==> src/rtl/pbs_pkg.sv <==
// Shared mode encodings and types for the pipelined barrel shifter.
// No logic, no latency.
// No flow control; types only.
package pbs_pkg;

  typedef logic [2:0] pbs_mode_t;

  localparam pbs_mode_t PBS_ROL = 3'd0;
  localparam pbs_mode_t PBS_ROR = 3'd1;
  localparam pbs_mode_t PBS_LSL = 3'd2;
  localparam pbs_mode_t PBS_LSR = 3'd3;
  localparam pbs_mode_t PBS_ASR = 3'd4;

endpackage

==> src/rtl/pbs_stage.sv <==
// One shifter stage: conditional mode-aware shift by N, then register (carry with PBS_CARRY_EN).
// Latency: 1 cycle.
// Backpressure: register loads only when en is high, otherwise holds.
module pbs_stage
  import pbs_pkg::*;
#(
  parameter int DATA_WIDTH  = 8,
  parameter int SHIFT_WIDTH = 3,
  parameter int N           = 1
) (
  input  logic                   clk,
  input  logic                   rst_n,
  input  logic                   en,
`ifdef PBS_CARRY_EN
  input  logic                   d_carry,
  output logic                   q_carry,
`endif
  input  logic                   d_vld,
  input  logic [DATA_WIDTH-1:0]  d_dat,
  input  logic [SHIFT_WIDTH-1:0] d_shift,
  input  logic [2:0]             d_mode,
  output logic                   q_vld,
  output logic [DATA_WIDTH-1:0]  q_dat,
  output logic [SHIFT_WIDTH-1:0] q_shift,
  output logic [2:0]             q_mode
);

  localparam int K = $clog2(N);

  logic [DATA_WIDTH-1:0] rol_dat, ror_dat, lsl_dat, lsr_dat, asr_dat;
  logic [DATA_WIDTH-1:0] sh_dat;

  assign rol_dat = {d_dat[DATA_WIDTH-N-1:0], d_dat[DATA_WIDTH-1:DATA_WIDTH-N]};
  assign ror_dat = {d_dat[N-1:0], d_dat[DATA_WIDTH-1:N]};
  assign lsl_dat = {d_dat[DATA_WIDTH-N-1:0], {N{1'b0}}};
  assign lsr_dat = {{N{1'b0}}, d_dat[DATA_WIDTH-1:N]};
  // Earlier ASR stages preserve the MSB, so it still carries the operand sign.
  assign asr_dat = {{N{d_dat[DATA_WIDTH-1]}}, d_dat[DATA_WIDTH-1:N]};

  always_comb begin
    sh_dat = d_dat;
    if (d_shift[K]) begin
      case (d_mode)
        PBS_ROR: sh_dat = ror_dat;
        PBS_LSL: sh_dat = lsl_dat;
        PBS_LSR: sh_dat = lsr_dat;
        PBS_ASR: sh_dat = asr_dat;
        default: sh_dat = rol_dat;
      endcase
    end
  end

`ifdef PBS_CARRY_EN
  logic sh_carry;

  // A stage that does not shift passes the carry of the stage above unchanged.
  always_comb begin
    sh_carry = d_carry;
    if (d_shift[K]) begin
      case (d_mode)
        PBS_ROR:          sh_carry = ror_dat[DATA_WIDTH-1];
        PBS_LSL:          sh_carry = d_dat[DATA_WIDTH-N];
        PBS_LSR, PBS_ASR: sh_carry = d_dat[N-1];
        default:          sh_carry = rol_dat[0];
      endcase
    end
  end
`endif

  always_ff @(posedge clk or negedge rst_n) begin
    if (!rst_n) begin
      q_vld   <= 1'b0;
      q_dat   <= '0;
      q_shift <= '0;
      q_mode  <= '0;
`ifdef PBS_CARRY_EN
      q_carry <= 1'b0;
`endif
    end else if (en) begin
      q_vld   <= d_vld;
      q_dat   <= sh_dat;
      q_shift <= d_shift;
      q_mode  <= d_mode;
`ifdef PBS_CARRY_EN
      q_carry <= sh_carry;
`endif
    end
  end

endmodule

==> src/rtl/pipelined_barrel_shifter.sv <==
// Multi-mode barrel shifter, one register per log2 stage; OCARRY exists with PBS_CARRY_EN.
// Latency: SHIFT_WIDTH cycles, one result per cycle.
// Backpressure: whole pipe stalls rigidly when OVALID & ~OREADY; IREADY follows.
module pipelined_barrel_shifter
  import pbs_pkg::*;
#(
  parameter int DATA_WIDTH  = 8,
  parameter int SHIFT_WIDTH = $clog2(DATA_WIDTH)
) (
  input  logic                   CLK,
  input  logic                   RST_N,
  input  logic                   IVALID,
  output logic                   IREADY,
  input  logic [DATA_WIDTH-1:0]  IDATA,
  input  logic [SHIFT_WIDTH-1:0] N_SHIFT,
  input  logic [2:0]             MODE,
  output logic                   OVALID,
  input  logic                   OREADY,
  output logic [DATA_WIDTH-1:0]  ODATA
`ifdef PBS_CARRY_EN
  ,
  output logic                   OCARRY
`endif
);

  // Level SHIFT_WIDTH is the input side; level 0 is the output register.
  logic                   vld [0:SHIFT_WIDTH];
  logic [DATA_WIDTH-1:0]  dat [0:SHIFT_WIDTH];
  logic [SHIFT_WIDTH-1:0] shf [0:SHIFT_WIDTH];
  pbs_mode_t              mde [0:SHIFT_WIDTH];
  logic                   en;

  assign en     = OREADY | ~OVALID;
  assign IREADY = en;

  assign vld[SHIFT_WIDTH] = IVALID;
  assign dat[SHIFT_WIDTH] = IDATA;
  assign shf[SHIFT_WIDTH] = N_SHIFT;
  assign mde[SHIFT_WIDTH] = MODE;

  assign OVALID = vld[0];
  assign ODATA  = dat[0];

`ifdef PBS_CARRY_EN
  logic carry [0:SHIFT_WIDTH];
  assign carry[SHIFT_WIDTH] = 1'b0;
  assign OCARRY             = carry[0];
`endif

  for (genvar k = 0; k < SHIFT_WIDTH; k++) begin : g_stage
    pbs_stage #(
      .DATA_WIDTH  (DATA_WIDTH),
      .SHIFT_WIDTH (SHIFT_WIDTH),
      .N           (1 << k)
    ) u_stage (
      .clk     (CLK),
      .rst_n   (RST_N),
      .en      (en),
`ifdef PBS_CARRY_EN
      .d_carry (carry[k+1]),
      .q_carry (carry[k]),
`endif
      .d_vld   (vld[k+1]),
      .d_dat   (dat[k+1]),
      .d_shift (shf[k+1]),
      .d_mode  (mde[k+1]),
      .q_vld   (vld[k]),
      .q_dat   (dat[k]),
      .q_shift (shf[k]),
      .q_mode  (mde[k])
    );
  end

  // Shift amount and mode are spent once the last stage has used them.
  logic unused_tail;
  assign unused_tail = ^{shf[0], mde[0]};

endmodule

==> config.mk <==
export PLATFORM = sky130hd
export DESIGN_NAME = pipelined_barrel_shifter
export DESIGN_NICKNAME = d
export VERILOG_FILES = /design/src/rtl/pbs_pkg.sv /design/src/rtl/pbs_stage.sv /design/src/rtl/pipelined_barrel_shifter.sv
export SDC_FILE = /design/constraint.sdc
export NUM_CORES = 1
export LEC_CHECK = 0
export CORE_AREA = 5 5 68 70
export CTS_CLUSTER_DIAMETER = 40
export DETAILED_ROUTE_END_ITERATION = 10
export DIE_AREA = 0 0 73 75
export PLACE_DENSITY = 0.83
export SLEW_MARGIN = 5
export SYNTH_ARGS = -nofsm -noshare
export SYNTH_HDL_FRONTEND = slang
export SYNTH_SLANG_ARGS = --single-unit
==> constraint.sdc <==
create_clock -name CLK -period 2.9 [get_ports CLK]
set_input_delay 0.435 -clock CLK [delete_from_list [all_inputs] [get_ports CLK]]
set_output_delay 0.435 -clock CLK [all_outputs]
set_load 0.005 [all_outputs]
==> flow_summary.yaml <==
clock_network:
  clkLatencyLatePin_ns: 0.29
  cts_tree: "done"
  root_buffer: "clkbuf_8"
  cts.path.max_buffers: 2
  htreeDepth: 2
  clk_pin_slew_ns: 0.07
  post_cts_buffers: 0
  cts.sinks: 36
  cts_buffers: 5
  ctsHoldBuffers: 0
  cts-resized-gates: 0
synthesis:
  yosysSeqAreaShare_pct: 39.6
  ys.flop_type: "dfrtp_1"
  synth_cells: 252
  ys_ff_latch: 36
  yosysWarnings: 0
  synth_nets: 270
  syn-cell-area_mm2: 0.00227
  synth_edf_count: 0
  syn_avg_cell_area_um2: 9.03
  async_reset_ff_share_pct: 100
  synth_cell_types: 36
cells_and_area:
  area.sequential_um2: 901
  multiInputGateArea_mm2: 0.00119
  syn_to_final_growth_pct: 11.7
  fill_cells: 343
  fin_nets: 281
  diodes: 0
  drive_above_1_share_pct: 13.3
  design_area_mm2: 0.00254
timing:
  worst_pin_slew_ns: 0.658
  slew_headroom_pct: 56.2
  final-setup-viol-count: 0
  whs_ns: 0.471
  timing.final.ws_setup_ns: 0.639
  rsz0062_at_grt: "false"
  finalHoldViolations: 0
  final-max-slew-violation-count: 0
  clock_skew_ns: 0.00498
  period_share_pct: 78.0
  timing.final.crit_period_ns: 2.26
  fmax_mhz: 442
  fin_tns_setup_ns: 0
global_routing:
  grt_use_total_pct: 18.7
  grt_start_max_net_pins: 43
  grt_overflow: 0
  grt_pass1_vias: 1781
  grt_pass1_wl_um: 7980
  antenna_found_initial: 0
critical_path:
  endpoint_kind: "output pin"
  crit_type: "input pin to output pin"
  crit_arrival_ns: 1.83
  worst_setup_path_start_kind: "input pin"
  critPathMaxFanout: 13
  worstPathRequired_ns: 2.47
floorplan:
  rows: 23
  core_area_mm2: 0.00391
  io_pins: 28
  die_y_um: 75
  initial_core_util_pct: 58.1
  die_w_um: 73
  die_area_mm2: 0.00548
power:
  power_switching_share_pct: 38.8
  power.total_mw: 2.34
  p_leak_nw: 1.10
  power.switching_uw: 910
  p_clk_share_pct: 14.4
  seqPwrFrac_pct: 43.1
  powerDensity_mw_per_mm2: 923
  pwr-share-comb_pct: 42.4
  p_int_mw: 1.43
  irDropWorstVdd_mv: 0.380
route:
  drc: 0
  via_count: 1806
  drt_iter0_drc: 86
  wl_per_cell_um: 14.4
  vias_per_cell: 5.77
  totalWireLength_um: 4500
  ant_nets: 0
  first_pass_iters: 4
placement:
  place_ws_ns: 0.646
  dp_hpwl_um: 3140
  dpl-instance-area_mm2: 0.00246
  portBuffers: 27
  place.gp.congestion: 0.864
flow_run:
  max_cap_viol_count: 0
status:
  status: "completed"
worst_hold_path:
  hold_path.class: "flip-flop to flip-flop"
-- cell usage after synthesis (all sizes together) (3+ instances only) --
| cell type | number | area share, % |
|---|---|---|
| o211ai | 9 | 3.9 |
| clkbuf | 5 | 0.83 |
| or3 | 8 | 2.2 |
| o21ai | 13 | 2.9 |
| mux2 | 14 | 7.8 |
| nor2 | 22 | 3.6 |
| buf | 21 | 6.5 |
| dfrtp | 36 | 40 |
| inv | 3 | 0.50 |
| nand2b | 9 | 3.5 |
| a31oi | 9 | 2.5 |
| a21oi | 21 | 5.0 |
| a221oi | 6 | 2.9 |
| nand2 | 50 | 8.3 |
| mux2i | 9 | 4.0 |
-- metal layers --
layer | GRT usage [%] | share of wire (%) | vias to the layer above
li1 | - | - | 899
met1 | 21.1 | 43 | 864
met3 | 4.67 | 4.8 | 8
met4 | 8.81 | 1.6 | 0
met2 | 33.1 | 51 | 35
met5 | 0 | 0 | -
-- layout make-up --
type	count	share of cell area, %
Clock buffer	6	2.86
Sequential cell	36	35.5
Inverter	4	0.591
Clock inverter	1	0.197
Multi-Input combinational cell	186	46.9
Tap cell	50	2.46
Timing Repair Buffer	30	11.5
-- kinds of logic after synthesis --
family | share of synthesized area (%)
AND/OR/NAND/NOR | 20.9
AO/OA/AOI/OAI | 19.4
flip-flops | 39.6
buffers and inverters | 8.03
multiplexers | 11.7
XOR/XNOR | 0.385
-- metrics by stage --
step,cells,util (%)
floorplan,252,-
global placement,306,62.9
detailed placement,306,62.9
CTS,313,64.9
global route,313,64.9
finish,313,64.9
-- critical path, cell delays in order --
cell and delay, ns:
clkdlybuf4s50_1 0.44, nor2b_4 0.29, clkinv_1 0.18, clkdlybuf4s50_1 0.48
-- placed cells by master, fill, tap and decap left out, types with 2 or more instances in the layout --
cell	n
nand2_1	50
dfrtp_1	36
clkdlybuf4s50_1	27
nor2_1	22
a21oi_1	19
o21ai_0	11
mux2_2	9
mux2i_1	9
a31oi_1	9
or3_1	8
nand2b_1	6
o211ai_1	5
mux2_4	5
clkbuf_8	5
a221oi_1	4
o211ai_2	4
inv_1	3
nand2b_4	3
buf_4	3
nor4bb_1	2
nor3b_1	2
a211o_1	2
a221oi_2	2
nor3_1	2
a21oi_2	2
o21ai_1	2
-- path summary, 6_finish.rpt --
kind                            depth (start not counted)  slack, ns                          start                            end
min in group asynchronous                               2       0.55                          RST_N    g_stage[0].u_stage.q_dat[5]
worst max register to register                          4       1.23   g_stage[2].u_stage.q_mode[2]    g_stage[1].u_stage.q_dat[7]
worst max-delay path                                    4       0.64                         OREADY                         IREADY
worst min-delay path                                    2       0.47  g_stage[2].u_stage.q_shift[0]  g_stage[2].u_stage.q_shift[0]
worst min register to register                          2       0.47  g_stage[2].u_stage.q_shift[0]  g_stage[2].u_stage.q_shift[0]
max in group asynchronous                               2       2.04                          RST_N    g_stage[2].u_stage.q_dat[2]
-- power groups by stage --
| stage | Combinational (mW) | Sequential [mW] | Clock (mW) |
|---|---|---|---|
| 6_report | 0.995 | 1.01 | 0.338 |
| 5_1_grt | 1.11 | 1.05 | 0.358 |
| 3_5_place_dp | 0.999 | 1.02 | 0 |
| 2_1_floorplan | 0.956 | 0.841 | 0 |
| 4_1_cts | 1.00 | 1.01 | 0.344 |
| 3_3_place_gp | 0.971 | 1.00 | 0 |
-- registers in the layout, summed over array words and instances (netlist names) --
name                     cells
g_stage.u_stage.q_vld        3
g_stage.u_stage.q_mode       6
g_stage.u_stage.q_shift      3
g_stage.u_stage.q_dat       24
(Power assumes the default switching activity.)
